### config.mk
export PLATFORM = sky130hd
export DESIGN_NAME = map_write_arbiter_flat
export DESIGN_NICKNAME = d
export VERILOG_FILES = /design/src/rtl/map_pkg.sv /design/src/rtl/map_write_arbiter_if.sv /design/src/rtl/map_write_arbiter_rr_arbiter.sv /design/src/rtl/map_write_arbiter.sv /design/src/flat_wrapper.sv
export SDC_FILE = /design/constraint.sdc
export NUM_CORES = 1
export LEC_CHECK = 0
export ABC_AREA = 1
export CAP_MARGIN = 25
export CORE_ASPECT_RATIO = 1.5
export CORE_MARGIN = 3
export CORE_UTILIZATION = 42
export CTS_CLUSTER_DIAMETER = 30
export DETAILED_ROUTE_END_ITERATION = 8
export HOLD_SLACK_MARGIN = 0.1
export PLACE_DENSITY = 0.84
export REMOVE_ABC_BUFFERS = 1
export SLEW_MARGIN = 20
export SYNTH_ARGS = -nofsm -noshare
export SYNTH_HDL_FRONTEND = slang
export SYNTH_SLANG_ARGS = --single-unit
### constraint.sdc
create_clock -name CLOCK_50 -period 2.6 [get_ports CLOCK_50]
set_input_delay 0.52 -clock CLOCK_50 [delete_from_list [all_inputs] [get_ports CLOCK_50]]
set_output_delay 0.52 -clock CLOCK_50 [all_outputs]
set_load 0.03 [all_outputs]
### src/rtl/map_pkg.sv
// Map geometry, tile codes and row bit-placement shared by the map writer,
// location controllers and tile decode.
package map_pkg;

    localparam int MAP_COLS = 40;
    localparam int MAP_ROWS = 30;
    localparam int TILE_W   = 4;
    localparam int ROW_W    = 160;

    typedef enum logic [3:0] {
        TILE_EMPTY  = 4'h0,
        TILE_WALL   = 4'h1,
        TILE_DOT    = 4'h2,
        TILE_POWER  = 4'h3,
        TILE_PACMAN = 4'h4,
        TILE_GHOST  = 4'h5,
        TILE_DOOR   = 4'h6
    } tile_t;

    typedef enum logic [1:0] {
        ST_IDLE,
        ST_READ,
        ST_CAPTURE,
        ST_WRITE
    } wr_state_t;

    // Column 0 sits at the MSB so the display decode can scan left to right.
    function automatic logic [7:0] tile_lsb(input logic [5:0] col);
        return 8'(ROW_W - TILE_W) - {col, 2'b00};
    endfunction

endpackage

### src/rtl/map_write_arbiter_if.sv
// Requester handshake plus map RAM port-B bus; slave is the arbiter side,
// master is the requester/RAM environment.
interface map_write_arbiter_if #(
    parameter int N_REQ = 3
);
    import map_pkg::*;

    logic                    enable;
    logic [N_REQ-1:0]        req;
    logic [5*N_REQ-1:0]      req_row;
    logic [6*N_REQ-1:0]      req_col;
    logic [TILE_W*N_REQ-1:0] req_tile;
    logic [N_REQ-1:0]        grant;
    logic [N_REQ-1:0]        done;
    logic [TILE_W-1:0]       old_tile;
    logic                    err;
    logic                    busy;
    logic [4:0]              ram_addr;
    logic                    ram_wren;
    logic [ROW_W-1:0]        ram_wrdata;
    logic [ROW_W-1:0]        ram_rddata;

    modport slave (
        input  enable, req, req_row, req_col, req_tile, ram_rddata,
        output grant, done, old_tile, err, busy, ram_addr, ram_wren, ram_wrdata
    );

    modport master (
        output enable, req, req_row, req_col, req_tile, ram_rddata,
        input  grant, done, old_tile, err, busy, ram_addr, ram_wren, ram_wrdata
    );

endinterface

### src/rtl/map_write_arbiter_rr_arbiter.sv
// Combinational round-robin pick: first requester after last_served wins.
module rr_arbiter #(
    parameter int N_REQ = 3,
    parameter int IDX_W = 2
) (
    input  logic [N_REQ-1:0] req_i,
    input  logic [IDX_W-1:0] last_served_i,
    output logic [N_REQ-1:0] grant_o,
    output logic [IDX_W-1:0] idx_o,
    output logic             valid_o
);

    always_comb begin
        int cand;
        cand    = 0;
        grant_o = '0;
        idx_o   = '0;
        valid_o = 1'b0;
        for (int k = 1; k <= N_REQ; k++) begin
            cand = (int'(last_served_i) + k) % N_REQ;
            if (!valid_o && req_i[cand]) begin
                valid_o       = 1'b1;
                grant_o[cand] = 1'b1;
                idx_o         = IDX_W'(cand);
            end
        end
    end

endmodule

### src/rtl/map_write_arbiter.sv
// Read-modify-write sequencer sharing map RAM port B among N_REQ requesters.
//   state      | meaning
//   ST_IDLE    | waiting for an enabled request
//   ST_READ    | row address held for RD_LAT cycles
//   ST_CAPTURE | read word valid; merge new tile, extract old tile
//   ST_WRITE   | write-back cycle; done/err/old_tile presented
module map_write_arbiter #(
    parameter int N_REQ    = 3,
    parameter int RD_LAT   = 1,
    parameter int MAP_COLS = map_pkg::MAP_COLS,
    parameter int MAP_ROWS = map_pkg::MAP_ROWS
) (
    input logic                CLOCK_50,
    input logic                reset,
    map_write_arbiter_if.slave bus
);
    import map_pkg::*;

    localparam int IDX_W = (N_REQ > 1) ? $clog2(N_REQ) : 1;
    localparam int CNT_W = (RD_LAT > 1) ? $clog2(RD_LAT) : 1;
    localparam logic [5:0] COL_LIM = 6'(MAP_COLS);
    localparam logic [4:0] ROW_LIM = 5'(MAP_ROWS);

    wr_state_t         state_q, state_d;
    logic [IDX_W-1:0]  last_q, last_d;
    logic [IDX_W-1:0]  win_q, win_d;
    logic [4:0]        row_q, row_d;
    logic [5:0]        col_q, col_d;
    tile_t             tile_q, tile_d;
    logic [CNT_W-1:0]  cnt_q, cnt_d;
    logic [N_REQ-1:0]  grant_q, grant_d;
    logic [N_REQ-1:0]  done_q, done_d;
    logic              err_q, err_d;
    logic              busy_q, busy_d;
    logic              wren_q, wren_d;
    logic [4:0]        addr_q, addr_d;
    logic [ROW_W-1:0]  word_q, word_d;
    logic [TILE_W-1:0] old_q, old_d;

    logic [N_REQ-1:0]  arb_gnt;
    logic [IDX_W-1:0]  arb_idx;
    logic              arb_valid;
    logic [4:0]        sel_row;
    logic [5:0]        sel_col;
    logic [TILE_W-1:0] sel_tile;
    logic              sel_oor;

    rr_arbiter #(.N_REQ(N_REQ), .IDX_W(IDX_W)) u_rr_arbiter (
        .req_i         (bus.req),
        .last_served_i (last_q),
        .grant_o       (arb_gnt),
        .idx_o         (arb_idx),
        .valid_o       (arb_valid)
    );

    assign sel_row  = bus.req_row[int'(arb_idx)*5 +: 5];
    assign sel_col  = bus.req_col[int'(arb_idx)*6 +: 6];
    assign sel_tile = bus.req_tile[int'(arb_idx)*TILE_W +: TILE_W];
    assign sel_oor  = (sel_col >= COL_LIM) || (sel_row >= ROW_LIM);

    always_comb begin
        state_d = state_q;
        last_d  = last_q;
        win_d   = win_q;
        row_d   = row_q;
        col_d   = col_q;
        tile_d  = tile_q;
        cnt_d   = cnt_q;
        addr_d  = addr_q;
        word_d  = word_q;
        old_d   = old_q;
        grant_d = '0;
        done_d  = '0;
        err_d   = 1'b0;
        wren_d  = 1'b0;
        unique case (state_q)
            ST_IDLE: begin
                if (bus.enable && arb_valid) begin
                    win_d   = arb_idx;
                    row_d   = sel_row;
                    col_d   = sel_col;
                    tile_d  = tile_t'(sel_tile);
                    addr_d  = sel_row;
                    cnt_d   = CNT_W'(RD_LAT - 1);
                    grant_d = arb_gnt;
                    // Out-of-range targets finish immediately without touching the RAM.
                    if (sel_oor) begin
                        done_d  = arb_gnt;
                        err_d   = 1'b1;
                        old_d   = '0;
                        state_d = ST_WRITE;
                    end else begin
                        state_d = ST_READ;
                    end
                end
            end
            ST_READ: begin
                if (cnt_q == '0) state_d = ST_CAPTURE;
                else             cnt_d   = cnt_q - 1'b1;
            end
            ST_CAPTURE: begin
                word_d = bus.ram_rddata;
                word_d[tile_lsb(col_q) +: TILE_W] = tile_q;
                old_d   = bus.ram_rddata[tile_lsb(col_q) +: TILE_W];
                wren_d  = 1'b1;
                done_d  = N_REQ'(1) << win_q;
                state_d = ST_WRITE;
            end
            ST_WRITE: begin
                last_d  = win_q;
                state_d = ST_IDLE;
            end
            default: state_d = ST_IDLE;
        endcase
        busy_d = (state_d != ST_IDLE);
    end

    always_ff @(posedge CLOCK_50) begin
        if (reset) begin
            state_q <= ST_IDLE;
            last_q  <= IDX_W'(N_REQ - 1);
            win_q   <= '0;
            row_q   <= '0;
            col_q   <= '0;
            tile_q  <= TILE_EMPTY;
            cnt_q   <= '0;
            grant_q <= '0;
            done_q  <= '0;
            err_q   <= 1'b0;
            busy_q  <= 1'b0;
            wren_q  <= 1'b0;
            addr_q  <= '0;
            word_q  <= '0;
            old_q   <= '0;
        end else begin
            state_q <= state_d;
            last_q  <= last_d;
            win_q   <= win_d;
            row_q   <= row_d;
            col_q   <= col_d;
            tile_q  <= tile_d;
            cnt_q   <= cnt_d;
            grant_q <= grant_d;
            done_q  <= done_d;
            err_q   <= err_d;
            busy_q  <= busy_d;
            wren_q  <= wren_d;
            addr_q  <= addr_d;
            word_q  <= word_d;
            old_q   <= old_d;
        end
    end

    assign bus.grant      = grant_q;
    assign bus.done       = done_q;
    assign bus.old_tile   = old_q;
    assign bus.err        = err_q;
    assign bus.busy       = busy_q;
    assign bus.ram_addr   = addr_q;
    assign bus.ram_wren   = wren_q;
    assign bus.ram_wrdata = word_q;

endmodule

### src/flat_wrapper.sv
// flat-port wrapper written by rule: the top's interface ports become plain ports
module map_write_arbiter_flat import map_pkg::*;
#(
    parameter int N_REQ    = 3,
    parameter int RD_LAT   = 1,
    parameter int MAP_COLS = map_pkg::MAP_COLS,
    parameter int MAP_ROWS = map_pkg::MAP_ROWS
)
  (CLOCK_50, reset, bus_enable, bus_req, bus_req_row, bus_req_col, bus_req_tile, bus_ram_rddata, bus_grant, bus_done, bus_old_tile, bus_err, bus_busy, bus_ram_addr, bus_ram_wren, bus_ram_wrdata);
  map_write_arbiter_if #(.N_REQ(N_REQ)) bus_i ();
  input logic CLOCK_50;
  input logic reset;
  input wire logic [$bits(bus_i.enable)-1:0] bus_enable;
  input wire logic [$bits(bus_i.req)-1:0] bus_req;
  input wire logic [$bits(bus_i.req_row)-1:0] bus_req_row;
  input wire logic [$bits(bus_i.req_col)-1:0] bus_req_col;
  input wire logic [$bits(bus_i.req_tile)-1:0] bus_req_tile;
  input wire logic [$bits(bus_i.ram_rddata)-1:0] bus_ram_rddata;
  output wire logic [$bits(bus_i.grant)-1:0] bus_grant;
  output wire logic [$bits(bus_i.done)-1:0] bus_done;
  output wire logic [$bits(bus_i.old_tile)-1:0] bus_old_tile;
  output wire logic [$bits(bus_i.err)-1:0] bus_err;
  output wire logic [$bits(bus_i.busy)-1:0] bus_busy;
  output wire logic [$bits(bus_i.ram_addr)-1:0] bus_ram_addr;
  output wire logic [$bits(bus_i.ram_wren)-1:0] bus_ram_wren;
  output wire logic [$bits(bus_i.ram_wrdata)-1:0] bus_ram_wrdata;
  assign bus_i.enable = bus_enable;
  assign bus_i.req = bus_req;
  assign bus_i.req_row = bus_req_row;
  assign bus_i.req_col = bus_req_col;
  assign bus_i.req_tile = bus_req_tile;
  assign bus_i.ram_rddata = bus_ram_rddata;
  assign bus_grant = bus_i.grant;
  assign bus_done = bus_i.done;
  assign bus_old_tile = bus_i.old_tile;
  assign bus_err = bus_i.err;
  assign bus_busy = bus_i.busy;
  assign bus_ram_addr = bus_i.ram_addr;
  assign bus_ram_wren = bus_i.ram_wren;
  assign bus_ram_wrdata = bus_i.ram_wrdata;
  map_write_arbiter #(.N_REQ(N_REQ), .RD_LAT(RD_LAT), .MAP_COLS(MAP_COLS), .MAP_ROWS(MAP_ROWS)) u_core (.CLOCK_50(CLOCK_50), .reset(reset), .bus(bus_i));
endmodule
==> reports/metrics.csv, run 1 <==
metric;value;unit
post-route-min-period;2.48;ns
synth_cell_types;41;
timing.final.crit_share;0.953;
clk_path_buf_depth;2;
cts_tree;done;
grt_pass1_wl;75500;µm
start_util;0.428;
cap_violations;0;
worstPathRequired;2.94;ns
grt_start_max_net_pins;154;
antenna_found_initial;3;
postCtsHoldBufs;0;
route.detailed.drc;0;
area_growth;48.6;%
post_drt_wl_per_cell;20.8;µm
vias;14100;
row_count;72;
critPathLaunchType;flip-flop;
tns;0;ns
tightest_slew;0.702;ns
groute.usage.overall;0.337;
clock-sinks;194;
portBuffers;388;
drive_above_1_share;0.0947;
gp_congestion;0.980;
nets;2322;
clk_pin_slew;0.08;ns
cp.arrival;2.82;ns
hold_ws;0.466;ns
first_pass_iters;8;
hold_path.class;reg2reg;
design.core.area;25900;µm²
drtAntennaViolNets;0;
dp_hpwl;39300;µm
finalHoldViolations;0;
crit_path_end_kind;flip-flop;
outcome;finished, final reports clean;
design_area;16500;µm²
io_pins;389;
ys_warn_count;0;
cts_max_level;4;
path_class;reg2reg;
via_per_inst;5.76;
cts-buffers-inserted;17;
cts-root-buf;clkbuf_16;
post_dp_cell_area;15700;µm²
p_per_area;1030;nW/µm²
ys_seq_elements;194;
max_freq;404;MHz
die_area;28500;µm²
slew_headroom;0.532;
synth_area;11100;µm²
synthArstFlopShare;0;
report.final.slew_viol_count;0;
ys_seq_area_frac;0.350;
routed_wl;50800;µm
post_synth.cell_area_avg;6.52;µm²
fill_cells;2334;
clock_latency;0.45;ns
netlist_instances;1702;
drt_iter0_drc;1452;
grt_pass1_vias;13500;
max-vdd-ir-drop;0.650;mV
synth_edf_count;0;
die_h;205;µm
overflow;0;
synthFlopType;dfxtp_1;
finalSetupViolCount;0;
die_w;139;µm
worstPathMaxFanout;8;
clock_skew;0.0151;ns
leakagePower;6.27;nW
registers in the layout, indices dropped and copies added, names as in the netlist:
signal                 count
u_core.bus.busy            1
u_core.win_q               2
u_core.bus.old_tile        4
u_core.bus.err             1
u_core.bus.done            3
u_core.bus.ram_wren        1
u_core.state_q             2
u_core.last_q              2
u_core.col_q               6
u_core.bus.ram_addr        5
u_core.bus.ram_wrdata    160
u_core.bus.grant           3
u_core.tile_q              4
routing by layer:
layer,GRT usage,up-vias,share of wire,wire [µm]
li1,-,6534,-,-
met1,0.377,6488,0.35,17800
met2,0.601,873,0.50,25400
met3,0.0589,191,0.085,4320
met4,0.195,2,0.064,3270
met5,0,-,0.00039,20
report_power, final:
group / switching [W] / internal [W]
combinational: 0.00642 / 0.00363
clock: 0.00125 / 0.00149
sequential: 0.000513 / 0.00372
total: 0.00818 / 0.00885
synthesized netlist by cell type, drive strengths merged (6+ instances only):
| library cell | n | share of area |
|---|---|---|
| o21ai | 201 | 0.091 |
| clkbuf | 84 | 0.029 |
| o22ai | 9 | 0.0051 |
| o221ai | 16 | 0.013 |
| nand2 | 320 | 0.11 |
| a221oi | 7 | 0.0055 |
| nand3 | 61 | 0.030 |
| nor3 | 10 | 0.0054 |
| dfxtp | 194 | 0.35 |
| ha | 13 | 0.015 |
| a21oi | 254 | 0.11 |
| a31oi | 11 | 0.0068 |
| clkinv | 6 | 0.0021 |
| inv | 177 | 0.060 |
| nor2 | 211 | 0.074 |
| o211ai | 96 | 0.065 |
| buf | 19 | 0.010 |
final timing paths:
kind,from,to,slack [ns],cells past startpoint
setup / recovery,u_core.last_q[0],u_core.bus.old_tile[0],0.12,19
hold / removal,u_core.bus.ram_wrdata[12],u_core.bus.ram_wrdata[12],0.47,2
setup reg to reg,u_core.last_q[0],u_core.bus.old_tile[0],0.12,19
hold reg to reg,u_core.bus.ram_wrdata[12],u_core.bus.ram_wrdata[12],0.47,2
cell families after synthesis:
group | synth area share
adder cells (fa/ha/maj) | 0.0146
flip-flops | 0.350
buffers and inverters | 0.101
AO/OA/AOI/OAI | 0.306
XOR/XNOR | 0.00147
AND/OR/NAND/NOR | 0.227
per-stage QoR:
stage	setup slack, ns	total power [W]	utilization	cells
after floorplan	-3.76	0.00967	-	1599
after global placement	-0.0786	0.0138	0.606	2405
after detailed placement	-0.211	0.0140	0.607	2406
after CTS	0.0136	0.0167	0.630	2438
after global routing	-0.0215	0.0179	0.636	2446
final	0.123	0.0170	0.636	2446
placed cells by master, fill, tap and decap left out, drive strengths merged:
cell,instances
ha,13
a21oi,254
dfxtp,194
nand2,321
nor3,10
o31ai,1
inv,184
o2111ai,1
nand4,2
clkdlybuf4s50,387
a221oi,7
a31oi,11
o221ai,16
bufinv,2
o311ai,4
nand3b,4
clkbuf,20
o21ai,201
clkinv,5
nand3,61
nor2,211
diode,2
o22ai,9
o211ai,96
clkinvlp,4
buf,92
xor2,1
critical path, cell delays in order (launching register included):
cell and delay [ns]:
dfxtp_2 0.35, inv_2 0.05, ha_4 0.33, inv_4 0.06, nand2_2 0.07, nand3_2 0.09
nand2_4 0.14, inv_2 0.06, nand2_2 0.09, nand2_1 0.08, a21oi_2 0.18, nand2_1 0.08
nand2_1 0.06, nand2_1 0.08, nor2_2 0.12, nand2_2 0.08, nand2_4 0.14, nand2_4 0.08
a21oi_1 0.15, nor2_1 0.07
layout make-up:
class / count / area (µm²) / area share
multi-input cells: 1223 / 6200 / 0.376
repair buffers: 479 / 4680 / 0.284
flip-flops and latches: 194 / 3890 / 0.236
inverters: 183 / 704 / 0.0427
clock buffers: 20 / 457 / 0.0277
well taps: 333 / 417 / 0.0253
clock inverters: 12 / 145 / 0.00880
diodes: 2 / 5.00 / 0.000303
what timing repair did:
| item | 4_1_cts | 5_1_grt |
|---|---|---|
| setup endpoints to repair | 5 | 104 |
| buffers inserted | 0 | 5 |
| pin swaps | 0 | 10 |
| gates resized for setup | 1 | 29 |
| gates cloned | 0 | 1 |
| endpoints found under the hold margin | 0 | 0 |
No activity file was read; power rests on OpenSTA's default activity.
==> inputs of run 2 (changes only) <==
--- a/config.mk
+++ b/config.mk
@@ -10,7 +10,7 @@
 export CORE_ASPECT_RATIO = 1.5
 export CORE_MARGIN = 3
 export CORE_UTILIZATION = 42
-export CTS_CLUSTER_DIAMETER = 30
+export CTS_CLUSTER_DIAMETER = 150
 export DETAILED_ROUTE_END_ITERATION = 8
 export HOLD_SLACK_MARGIN = 0.1
 export PLACE_DENSITY = 0.84
==> results of run 2 <==
Final layout, timing and power as in run 1 (identical DEF).
